[config.mk]
export PLATFORM = sky130hd
export DESIGN_NAME = apb_master_mp
export DESIGN_NICKNAME = d
export VERILOG_FILES = /design/src/rtl/apb_mp_pkg.sv /design/src/rtl/apb_mp_decoder.sv /design/src/rtl/apb_master_mp.sv
export SDC_FILE = /design/constraint.sdc
export NUM_CORES = 1
export LEC_CHECK = 0
export ABC_AREA = 1
export BUFFER_PORTS_ARGS = -buffer_cell sky130_fd_sc_hd__buf_2
export CAP_MARGIN = 20
export CELL_PAD_IN_SITES_DETAIL_PLACEMENT = 0
export CELL_PAD_IN_SITES_GLOBAL_PLACEMENT = 1
export CORE_ASPECT_RATIO = 1.25
export CORE_MARGIN = 2
export CORE_UTILIZATION = 38
export CTS_BUF_LIST = sky130_fd_sc_hd__clkbuf_2
export CTS_CLUSTER_SIZE = 8
export DETAILED_ROUTE_END_ITERATION = 7
export HOLD_SLACK_MARGIN = 0.15
export PLACE_DENSITY = 0.9
export SETUP_SLACK_MARGIN = 0.2
export SYNTH_ARGS = -nofsm -noshare
export SYNTH_HDL_FRONTEND = slang
export SYNTH_SLANG_ARGS = --single-unit
[constraint.sdc]
create_clock -name PCLK -period 3.3 [get_ports PCLK]
set_input_delay 0.33 -clock PCLK [delete_from_list [all_inputs] [get_ports PCLK]]
set_output_delay 0.33 -clock PCLK [all_outputs]
set_load 0.02 [all_outputs]
[src/rtl/apb_mp_pkg.sv]
// Shared types for the multi-slave APB master: FSM states, response status codes
// and a constant-width helper.
package apb_mp_pkg;

  typedef enum logic [2:0] {
    IDLE   = 3'd0,
    SETUP  = 3'd1,
    ACCESS = 3'd2,
    ERR    = 3'd3,
    RESP   = 3'd4
  } state_t;

  localparam logic [1:0] OKAY    = 2'd0;
  localparam logic [1:0] SLVERR  = 2'd1;
  localparam logic [1:0] DECERR  = 2'd2;
  localparam logic [1:0] TIMEOUT = 2'd3;

  function automatic int clog2(input int v);
    int r;
    r = 0;
    while ((1 << r) < v) r = r + 1;
    return r;
  endfunction

endpackage

[src/rtl/apb_mp_decoder.sv]
// Combinational slave decode from the top SEL_BITS of the address: one-hot select,
// raw index and a flag for indices with no slave behind them.
module apb_mp_decoder #(
  parameter int ADDR_WIDTH = 9,
  parameter int SEL_BITS   = 1,
  parameter int NUM_SLAVES = 2
) (
  input  logic [ADDR_WIDTH-1:0] addr_i,
  output logic [NUM_SLAVES-1:0] psel_o,
  output logic [SEL_BITS-1:0]   idx_o,
  output logic                  dec_err_o
);

  // Only the select field matters here; the offset bits go to PADDR elsewhere.
  logic unused_offset;
  assign unused_offset = ^addr_i[ADDR_WIDTH-SEL_BITS-1:0];

  assign idx_o     = addr_i[ADDR_WIDTH-1 -: SEL_BITS];
  assign dec_err_o = (int'(idx_o) >= NUM_SLAVES);

  always_comb begin
    psel_o = '0;
    for (int i = 0; i < NUM_SLAVES; i++) begin
      psel_o[i] = (int'(idx_o) == i);
    end
  end

endmodule

[src/rtl/apb_master_mp.sv]
// APB4 master for NUM_SLAVES slaves: one command at a time, IDLE->SETUP->ACCESS->RESP,
// 3-cycle latency plus wait states, no response backpressure, optional wait-state watchdog.
module apb_master_mp
  import apb_mp_pkg::*;
#(
  parameter int ADDR_WIDTH     = 9,
  parameter int DATA_WIDTH     = 8,
  parameter int NUM_SLAVES     = 2,
  parameter int SEL_BITS       = 1,
  parameter int TIMEOUT_CYCLES = 16
) (
  input  logic                             PCLK,
  input  logic                             PRST,
  input  logic                             cmd_valid,
  output logic                             cmd_ready,
  input  logic                             cmd_write,
  input  logic [ADDR_WIDTH-1:0]            cmd_addr,
  input  logic [DATA_WIDTH-1:0]            cmd_wdata,
  input  logic [DATA_WIDTH/8-1:0]          cmd_strb,
  output logic                             rsp_valid,
  output logic [DATA_WIDTH-1:0]            rsp_rdata,
  output logic [1:0]                       rsp_status,
  output logic [ADDR_WIDTH-1:0]            PADDR,
  output logic [NUM_SLAVES-1:0]            PSEL,
  output logic                             PENABLE,
  output logic                             PWRITE,
  output logic [DATA_WIDTH-1:0]            PWDATA,
  output logic [DATA_WIDTH/8-1:0]          PSTRB,
  input  logic [NUM_SLAVES*DATA_WIDTH-1:0] PRDATA,
  input  logic [NUM_SLAVES-1:0]            PREADY,
  input  logic [NUM_SLAVES-1:0]            PSLVERR
);

  localparam int WD_RAW = clog2(TIMEOUT_CYCLES + 1);
  localparam int WD_W   = (WD_RAW < 1) ? 1 : WD_RAW;

  state_t                    state_q;
  logic [SEL_BITS-1:0]       idx_q;
  logic [WD_W-1:0]           wd_q, wd_d;
  logic                      cmd_ready_q, rsp_valid_q, penable_q, pwrite_q;
  logic [DATA_WIDTH-1:0]     rsp_rdata_q, pwdata_q;
  logic [1:0]                rsp_status_q;
  logic [ADDR_WIDTH-1:0]     paddr_q;
  logic [NUM_SLAVES-1:0]     psel_q;
  logic [DATA_WIDTH/8-1:0]   pstrb_q;

  logic [NUM_SLAVES-1:0]     dec_psel;
  logic [SEL_BITS-1:0]       dec_idx;
  logic                      dec_err;
  logic                      sel_ready, sel_err, timeout_hit;
  logic [DATA_WIDTH-1:0]     sel_rdata;

  apb_mp_decoder #(
    .ADDR_WIDTH(ADDR_WIDTH),
    .SEL_BITS  (SEL_BITS),
    .NUM_SLAVES(NUM_SLAVES)
  ) u_dec (
    .addr_i   (cmd_addr),
    .psel_o   (dec_psel),
    .idx_o    (dec_idx),
    .dec_err_o(dec_err)
  );

  always_comb begin
    sel_ready   = PREADY[idx_q];
    sel_err     = PSLVERR[idx_q];
    sel_rdata   = PRDATA[int'(idx_q)*DATA_WIDTH +: DATA_WIDTH];
    wd_d        = (wd_q == '1) ? wd_q : wd_q + 1'b1;
    // This ACCESS cycle is the TIMEOUT_CYCLES-th one with PREADY low.
    timeout_hit = (TIMEOUT_CYCLES != 0) && ((int'(wd_q) + 1) >= TIMEOUT_CYCLES);
  end

  always_ff @(posedge PCLK) begin
    if (PRST) begin
      state_q      <= IDLE;
      idx_q        <= '0;
      wd_q         <= '0;
      cmd_ready_q  <= 1'b1;
      rsp_valid_q  <= 1'b0;
      rsp_rdata_q  <= '0;
      rsp_status_q <= OKAY;
      paddr_q      <= '0;
      psel_q       <= '0;
      penable_q    <= 1'b0;
      pwrite_q     <= 1'b0;
      pwdata_q     <= '0;
      pstrb_q      <= '0;
    end else begin
      case (state_q)
        IDLE: begin
          if (cmd_valid && cmd_ready_q) begin
            paddr_q     <= cmd_addr;
            pwdata_q    <= cmd_wdata;
            pwrite_q    <= cmd_write;
            pstrb_q     <= cmd_write ? cmd_strb : '0;
            idx_q       <= dec_idx;
            wd_q        <= '0;
            cmd_ready_q <= 1'b0;
            if (dec_err) begin
              state_q <= ERR;
            end else begin
              psel_q  <= dec_psel;
              state_q <= SETUP;
            end
          end
        end
        SETUP: begin
          penable_q <= 1'b1;
          state_q   <= ACCESS;
        end
        ACCESS: begin
          if (sel_ready) begin
            psel_q       <= '0;
            penable_q    <= 1'b0;
            rsp_valid_q  <= 1'b1;
            rsp_status_q <= sel_err ? SLVERR : OKAY;
            rsp_rdata_q  <= (!pwrite_q && !sel_err) ? sel_rdata : '0;
            state_q      <= RESP;
          end else if (timeout_hit) begin
            psel_q       <= '0;
            penable_q    <= 1'b0;
            rsp_valid_q  <= 1'b1;
            rsp_status_q <= TIMEOUT;
            rsp_rdata_q  <= '0;
            state_q      <= RESP;
          end else begin
            wd_q <= wd_d;
          end
        end
        ERR: begin
          rsp_valid_q  <= 1'b1;
          rsp_status_q <= DECERR;
          rsp_rdata_q  <= '0;
          state_q      <= RESP;
        end
        RESP: begin
          rsp_valid_q  <= 1'b0;
          rsp_status_q <= OKAY;
          rsp_rdata_q  <= '0;
          cmd_ready_q  <= 1'b1;
          state_q      <= IDLE;
        end
        default: begin
          psel_q      <= '0;
          penable_q   <= 1'b0;
          rsp_valid_q <= 1'b0;
          cmd_ready_q <= 1'b1;
          state_q     <= IDLE;
        end
      endcase
    end
  end

  assign cmd_ready  = cmd_ready_q;
  assign rsp_valid  = rsp_valid_q;
  assign rsp_rdata  = rsp_rdata_q;
  assign rsp_status = rsp_status_q;
  assign PADDR      = paddr_q;
  assign PSEL       = psel_q;
  assign PENABLE    = penable_q;
  assign PWRITE     = pwrite_q;
  assign PWDATA     = pwdata_q;
  assign PSTRB      = pstrb_q;

endmodule

=== Word level (Yosys, flattened, before mapping) ===
Cells that the tools add are included.
W data, S select, Z words.

* Input port bits: 42
* Word-level logic and storage cells: 89
* Bits in registers: 43
* Bits in latches: 0
* Memory bits (writable): 0
* ROM bits: 0
* Memories: 0
* Output and inout bits: 34

* Bitwise gates (word level): 5
* Shift-type cells: 1
* Divide/modulo/power cells: 0
* Equality and inequality tests: 10
* Order comparisons: 2
* Reductions and logical operators: 22
* Multiply operators: 0
* Muxes and demuxes: 34
* Add/subtract/negate cells: 2

{| class="wikitable"
|+ Operators by type and width
! cell !! number
|-
| $mux W8 || 3
|-
| $mux W5 || 4
|-
| $pmux W8 S2 || 1
|-
| $shiftx A16 B5 Y8 || 1
|-
| $reduce_and A2 Y1 || 7
|-
| $pmux W2 S3 || 2
|-
| $pmux W3 S4 || 1
|-
| $mux W1 || 11
|-
| $mux W2 || 5
|-
| $pmux W5 S2 || 1
|-
| $mux W3 || 3
|-
| $reduce_or A3 Y1 || 3
|-
| $ne A2 B2 Y1 const B || 4
|-
| $add A5 B1 Y6 const B || 1
|-
| $eq A3 B2 Y1 const B || 2
|-
| $ge A6 B5 Y1 const B || 1
|-
| $pmux W1 S3 || 2
|-
| $add A5 B1 Y5 const B || 1
|-
| $eq A5 B5 Y1 const B || 1
|-
| $not A1 Y1 || 5
|-
| $reduce_and A5 Y1 || 1
|-
| $reduce_bool A2 Y1 || 2
|-
| $reduce_or A2 Y1 || 2
|-
| $eq A3 B1 Y1 const B || 1
|-
| other kinds (9) || 11
|}

=== Logic depth before layout (Yosys ltp) ===
Gate-level depths: netlist of run 1.

* Word-level depth: 7
* Gate-level depth with buffers: 11
* Depth with buffers taken out: 11

=== Hierarchy ===
Synthesis of run 1 repeated with hierarchy kept, for this count alone.

* Cells, all modules: 277
* Area total of the unflattened synthesis: 1996.9 µm²

{| class="wikitable"
|+ Modules (own cells, without submodules)
! module !! cells each !! seq. area each (µm²) !! area an instance (µm²) !! times used
|-
| apb_master_mp || 272 || 860.8 || 1966.9 || 1
|-
| apb_mp_decoder || 5 || 0.0 || 30.0 || 1
|}

=== Least setup slack after synthesis of run 1 ===
No wires, ideal clock.

* Path type: register to register
* Start point: register wd_q[0]
* End point: register wd_q[0]
* Library setup time: 115 ps
* Path buffers: 1
* Period minus slack after synthesis: 1637 ps
* Arrival: 1522 ps
* Setup slack: 1663 ps
* Cell stages (with the launch flop): 12
* Data required time: 3185 ps
* Cell sequence: dfxtp_1 > ha_1 > nand2_1 > nor2_1 > ha_1 > nor2_4 > nand2_2 > nand2_4 > buf_12 > nand3_1 > nand2_1 > nor2_1

* Cells in the longest elaborated chain, start to end: 5
* Elaborated cells between the ends (all ways): 11
* Classes of those cells: add/sub (2); order compare (1); eq/ne (3); mux (4); reduce/logical (1)

{| class="wikitable"
|+ RTL lines
! item !! line !! source
|-
| start, declared || apb_master_mp.sv:39 || <nowiki>logic [WD_W-1:0] wd_q, wd_d;</nowiki>
|-
| start signal, assigned || apb_master_mp.sv:127 || <nowiki>wd_q <= wd_d;</nowiki>
|-
| parallel branches: the longest is 5 deep, another holds $add A5 B1 Y6 || - ||
|}

Several ways; the timed one is not identified. The select of a mux whose other input is x is not followed.
A chain may end at the register's enable or synchronous reset.

=== Final worst setup path of run 1 ===
* Start point: register idx_q
* End point: register rsp_rdata_q[5] (netlist: rsp_rdata[5])

* Cells in the longest elaborated chain, start to end: 7
* Elaborated cells between the ends (all ways): 12
* Classes of those cells: eq/ne (1); shift (1); mux (7); reduce/logical (3)

{| class="wikitable"
|+ RTL lines
! item !! line !! source
|-
| start, declared || apb_master_mp.sv:38 || <nowiki>logic [SEL_BITS-1:0] idx_q;</nowiki>
|-
| start signal, assigned || apb_master_mp.sv:96 || <nowiki>idx_q <= dec_idx;</nowiki>
|-
| parallel branches: the longest is 7 deep, another holds $shiftx A16 B5 Y8 || - ||
|-
| end signal, assigned || apb_master_mp.sv:117 || <nowiki>rsp_rdata_q <= (!pwrite_q && !sel_err) ? sel_rdata : '0;</nowiki>
|-
| end, declared || apb_master_mp.sv:41 || <nowiki>logic [DATA_WIDTH-1:0] rsp_rdata_q, pwdata_q;</nowiki>
|}

Several ways; the timed one is not identified. The select of a mux whose other input is x is not followed.

==> results.ini, run 1 <==
[timing]
setup_viol=0
setup_ws_ns=1.41
layout_min_cycle_time_ns=1.89
tightestPinTransition_ns=0.609
hold_viol=0
slew_headroom_pct=59.4
clock_skew_ns=0.0174
fmaxAchievable_mhz=530
fin_hold_ws_ns=0.277
drv_slew=0
final.setup.tns_ns=0
finalCritPeriodShare_pct=57.2
rsz0062_at_grt=false

[cts]
htreeDepth=2
numCtsBuffers=5
cts_hold_buf=18
insertion_delay_ns=0.40
cts.sinks=42
cts_tree=done
clock_path_buffers=2
cts_root_buffer=clkbuf_2
postCtsSetupRepairBufs=0
clkTransAtPathRegs_ns=0.22
ctsResizeCount=0

[routing]
drc=0
wl_mm=4.99
avgViaCountPerCell=4.74
wl_per_cell_um=11.7
vias=2021
ant_nets=0
dr.pass1.iters=4
drt-initial-drc-count=107

[global_routing]
overflow=0
grt_use_total_pct=18.0
grt_pass1_wl_mm=8.12
grt_pass1_vias=1931
grt_antenna_before_repair=0
grt_max_degree=34

[synthesis]
synth_compound_area_share_pct=12.2
synth_warnings=0
synth_mux_area_share_pct=0.499
synth-xor-area-share_pct=0
synth_fp_nets=317
yosys.area_share.simple_pct=36.3
synth.area.top_cells=dfxtp_1 (42%), nand2_1 (17%), a21oi_1 (9.0%)
ys_ff_latch=42
synth_cell_types=32
yosysSeqAreaShare_pct=41.9
yosysTopAreaCellShare_pct=41.9
synthAdderAreaFrac_pct=1.25
syn_area_per_cell_um2=7.34
syn_inst=273
synth_top_family_by_area=simple AND/OR/NAND/NOR gates
syn_area_um2=2000
synth_top_area_cell=dfxtp_1

[placement]
io_buffer_count=75
place_hpwl_mm=3.44
dp_slack_ns=1.44
gp_congestion=0.807

[critical_path]
crit_required_ns=3.61
r2r-end=rsp_rdata[5]
reg2reg_slack_ns=1.41
r2r_cells=9
crit_fanout=13
cp-end-kind=flip-flop
worstSetupStartpointType=flip-flop
r2r_start=idx_q
crit_type=reg2reg
cp.arrival_ns=2.20

[cells_and_area]
drive_gt1_share_pct=30.2
final_common_cell=nand2_1
syn_to_final_growth_pct=29.6
layout_common_cells=nand2_1 (93), buf_2 (75), dfxtp_1 (42)
fin_nets=407
fillers=533
diodes=0

[floorplanning]
io_pins=76
die_h_um=85.2
initial_core_util_pct=39.5
coreArea_um2=5080
die_x_um=69.0
num_rows=29
dieArea_um2=5880

[flow_run]
max_cap_viol_count=0

[power_and_ir_drop]
clockPowerShare_pct=19.8
seq_power_share_pct=53.0
power_w=0.00109
netSwitchingFraction_pct=35.2
comb_power_share_pct=27.3
power_switching_w=0.000382
ir_drop_mv=0.269
leakage_nw=1.24
intPower_w=0.000705
powerDensity_nw_per_um2=419

[hold_path]
min_path_type=in2reg
hold_end=rsp_rdata[4]
worstHoldStart=PRDATA[4]
whs_path_depth=5

[outcome]
status=finished, final reports clean

## per-stage QoR
step                      std cells  area [um2]  util, %
after global placement          399        2370     46.6
after CTS                       425        2590     50.9
after floorplan                 273        2000        -
final                           426        2600     51.1
after global routing            426        2600     51.1
after detailed placement        399        2370     46.6
## flip-flops by register name, summed over array words and instances, names as in the netlist
signal      flops
wd_q            5
idx_q           1
PWRITE          1
state_q         3
PWDATA          8
rsp_rdata       8
PENABLE         1
rsp_status      2
PSTRB           1
PSEL            2
rsp_valid       1
PADDR           8
cmd_ready       1
## cell families (layout without fill, tap and decap cells)
| family | count (synthesis) | in the layout |
|---|---|---|
| buffers and inverters | 26 | 117 |
| adder cells (fa/ha/maj) | 2 | 2 |
| AND/OR/NAND/NOR | 158 | 158 |
| multiplexers | 1 | 1 |
| AO/OA/AOI/OAI | 44 | 44 |
| flip-flops | 42 | 42 |
## worst max path at each step
stage	start	end	slack [ns]	depth (start not counted)
after CTS	idx_q	rsp_rdata[5]	1.39	9
after detailed placement	idx_q	rsp_rdata[5]	1.44	9
after global placement	idx_q	rsp_rdata[5]	1.44	9
final	idx_q	rsp_rdata[5]	1.41	9
after global routing	idx_q	rsp_rdata[6]	1.25	9
after floorplan	wd_q[0]	wd_q[0]	1.66	11
## synth_stat cells
master,number
ha_1,2
or2_2,1
clkdlybuf4s18_1,1
o21ai_4,1
buf_4,3
inv_4,1
inv_1,9
nand2_4,3
buf_6,2
inv_2,4
a211oi_1,1
or2_1,1
o21ai_2,1
mux2i_1,1
nor2_2,1
dfxtp_1,42
nand3_2,1
nor2_1,27
buf_2,1
nand4_1,6
nor2_4,3
o21ai_0,2
nand2_1,93
nand2_2,7
nand3_4,2
clkinv_4,1
a21oi_2,2
o21ai_1,1
nand3_1,13
a21oi_1,36
buf_12,1
clkbuf_1,3
## power by group through the flow
stage | Clock (W) | Combinational [W] | Sequential [W]
2_1_floorplan | 0 | 0.000180 | 0.000613
3_3_place_gp | 0 | 0.000280 | 0.000585
4_1_cts | 0.000225 | 0.000298 | 0.000576
6_report | 0.000215 | 0.000297 | 0.000576
3_5_place_dp | 0 | 0.000281 | 0.000586
5_1_grt | 0.000250 | 0.000334 | 0.000583
## layer usage
metal	share of wire (%)	vias up	global-route usage [%]
met5	0	-	0
met4	1.1	0	4.99
met3	7.3	6	6.10
met2	50	61	32.0
met1	41	897	19.7
li1	-	1057	-
## cell type report
type                    count  area [um2]  share of cell area, %
clock inverters             3        16.3                  0.626
well taps                  62        77.6                   2.99
multi-input cells         205        1010                   38.8
inverters                  15        63.8                   2.46
clock buffers               5        25.0                  0.963
repair buffers             94         566                   21.8
flip-flops and latches     42         841                   32.4
## critical path, cell delays in order (launching register included)
cell and delay [ns]:
dfxtp_1 0.65, inv_2 0.20, nand2_2 0.10, nand2_2 0.15, nor2_4 0.17, nand2_2 0.10, nand2_4 0.16, inv_2 0.09
o21ai_1 0.12, nor2_1 0.05
Note: power is estimated with default switching activity, not from simulation.
==> inputs of run 2 (changes only) <==
--- a/config.mk
+++ b/config.mk
@@ -12,12 +12,12 @@
 export CELL_PAD_IN_SITES_GLOBAL_PLACEMENT = 1
 export CORE_ASPECT_RATIO = 1.25
 export CORE_MARGIN = 2
-export CORE_UTILIZATION = 38
+export CORE_UTILIZATION = 35
 export CTS_BUF_LIST = sky130_fd_sc_hd__clkbuf_2
 export CTS_CLUSTER_SIZE = 8
 export DETAILED_ROUTE_END_ITERATION = 7
 export HOLD_SLACK_MARGIN = 0.15
-export PLACE_DENSITY = 0.9
+export PLACE_DENSITY = 0.84
 export SETUP_SLACK_MARGIN = 0.2
 export SYNTH_ARGS = -nofsm -noshare
 export SYNTH_HDL_FRONTEND = slang
==> constraint.sdc (replaced) <==
create_clock -name PCLK -period 1.95 [get_ports PCLK]
set_input_delay 0.195 -clock PCLK [delete_from_list [all_inputs] [get_ports PCLK]]
set_output_delay 0.195 -clock PCLK [all_outputs]
set_load 0.02 [all_outputs]
==> results.ini, run 2 (synthesized netlist as in run 1, its figures left out) <==
[cts]
numCtsBuffers=5  ; unchanged
insertion_delay_ns=0.42  ; +0.02 ns
cts_root_buffer=clkbuf_2
cts_tree=done
cts.sinks=42  ; unchanged
clock_path_buffers=2  ; unchanged
htreeDepth=2  ; unchanged
clkTransAtPathRegs_ns=0.24  ; +0.02 ns

[critical_path]
crit_type=reg2reg
r2r_cells=9  ; unchanged
crit_end=wd_q[0]
crit_fanout=6  ; -7
reg2reg_slack_ns=0.27  ; -1.14 ns
critPathLaunch=wd_q[1]
worstSetupStartpointType=flip-flop
cp-end-kind=flip-flop
r2r-end=wd_q[0]
crit_required_ns=2.32  ; -1.29 ns
cp.arrival_ns=2.05  ; -0.15 ns
r2r_start=wd_q[1]

[cells_and_area]
fillers=525  ; -1.5%
diodes=0  ; unchanged
syn_to_final_growth_pct=40.3
drive_gt1_share_pct=32.0  ; +1.8 points
layout_common_cells=nand2_1 (90), buf_2 (75), dfxtp_1 (40)
final_common_cell=nand2_1
fin_nets=424  ; +4.2%

[floorplanning]
coreArea_um2=5480  ; +7.9%
die_x_um=71.7  ; +4.0%
die_h_um=88.6  ; +4.0%
initial_core_util_pct=36.6  ; -2.9 points
num_rows=30  ; +3.4%
io_pins=76  ; unchanged
dieArea_um2=6350  ; +8.1%

[power_and_ir_drop]
leakage_nw=1.31  ; +5.5%
clockPowerShare_pct=21.3  ; +1.5 points
netSwitchingFraction_pct=36.1  ; +0.97 points
intPower_w=0.00125  ; +77%
comb_power_share_pct=29.0  ; +1.7 points
power_switching_w=0.000706  ; +85%
ir_drop_mv=0.473  ; +76%
powerDensity_nw_per_um2=695  ; +66%
seq_power_share_pct=49.7  ; -3.3 points

[global_routing]
grt_pass1_vias=1877  ; -2.8%
overflow=0  ; unchanged
grt_use_total_pct=16.7  ; -1.3 points
grt_max_degree=27  ; -21%
grt_antenna_before_repair=0  ; unchanged
grt_pass1_wl_mm=8.37  ; +3.1%

[placement]
gp_congestion=0.824  ; +2.1%
io_buffer_count=75  ; unchanged
place_hpwl_mm=3.52  ; +2.2%

[routing]
wl_mm=5.34  ; +7.1%
dr.pass1.iters=4  ; unchanged
vias=2105  ; +4.2%
drt-initial-drc-count=56  ; -48%
drc=0  ; unchanged
ant_nets=0  ; unchanged
avgViaCountPerCell=4.73  ; -0.29%
wl_per_cell_um=12.0  ; +2.5%

[timing]
layout_min_cycle_time_ns=1.68  ; -0.211 ns
setup_viol=0  ; unchanged
final.setup.tns_ns=0  ; unchanged
slew_headroom_pct=77.1  ; +18 points
fin_hold_ws_ns=0.182  ; -0.0950 ns
tightestPinTransition_ns=0.343  ; -0.266 ns
finalCritPeriodShare_pct=85.9  ; +29 points
clock_skew_ns=0.0200  ; +0.00256 ns
fmaxAchievable_mhz=597  ; +13%
hold_viol=0  ; unchanged
rsz0062_at_grt=true
drv_slew=0  ; unchanged

[hold_path]
min_path_type=in2reg

[outcome]
status=finished, final reports clean

[flow_run]
max_cap_viol_count=0  ; unchanged

run 2: changes by cell type in the layout (fill, tap and decap cells not counted), sizes merged:
cell / previous run / this run
inv: 14 / 15
buf: 75 / 79
dlygate4sd3: 19 / 31
clkinv: 3 / 2
nand2: 103 / 104
run 2: through the flow:
step	std cells	instance area (um2)	util (%)	setup slack (ns)	total power, W
3_3_place_gp	404	2390	43.6	0.221	0.00147
5_1_grt	445	2810	51.3	0.182	0.00208
2_1_floorplan	273	2000	-	0.313	0.00134
3_5_place_dp	404	2390	43.6	0.156	0.00148
6_report	445	2810	51.3	0.275	0.00195
4_1_cts	442	2740	50.0	0.202	0.00195
run 2: repair_timing:
action	in CTS	in global routing
hold buffers	28	3
pin swaps	1	8
resized for setup	3	9
cloned	1	0
endpoints found under the setup margin	12	16
hold endpoints to repair	30	2
setup buffers	1	0
run 2: critical path: stages (launching register included):
cell and delay [ns]:
dfxtp_4 0.42, ha_4 0.16, nand2_2 0.07, nor2_1 0.05, ha_1 0.33, nor2_4 0.15
nand2_4 0.10, nand2_2 0.17, a21oi_1 0.09, nor2_1 0.10
run 2: area by class of cell:
class                           instances  area, um2  share of cell area (%)
Multi-Input combinational cell        206       1050                    37.5
Inverter                               15       63.8                    2.27
Clock buffer                            5       25.0                   0.890
Tap cell                               64       80.1                    2.85
Sequential cell                        42        848                    30.2
Timing Repair Buffer                  110        716                    25.5
Clock inverter                          3       25.0                   0.890
run 2: power groups by stage:
stage          Combinational [W]  Clock, W  Sequential [W]
2_1_floorplan           0.000305         0         0.00104
3_3_place_gp            0.000492         0        0.000981
3_5_place_dp            0.000494         0        0.000983
4_1_cts                 0.000549  0.000435        0.000966
5_1_grt                 0.000629  0.000471        0.000980
6_report                0.000566  0.000416        0.000971
run 2: metal layers:
layer / track usage (%) / up-vias / share of wire, %
met4: 5.15 / 0 / 0.96
met3: 6.04 / 4 / 8.1
met2: 30.4 / 78 / 50
li1: - / 1095 / -
met5: 0 / - / 0
met1: 17.9 / 928 / 41
run 2: worst min-delay path by stage:
stage,to,from,slack [ns],cells past startpoint
floorplan,PADDR[2],cmd_addr[2],0.34,2
global placement,PADDR[1],cmd_addr[1],0.44,3
detailed placement,PWDATA[0],cmd_wdata[0],0.45,3
CTS,rsp_rdata[5],PRDATA[13],0.15,5
global route,rsp_rdata[6],PRDATA[14],0.16,7
finish,rsp_rdata[0],PRDATA[0],0.18,7
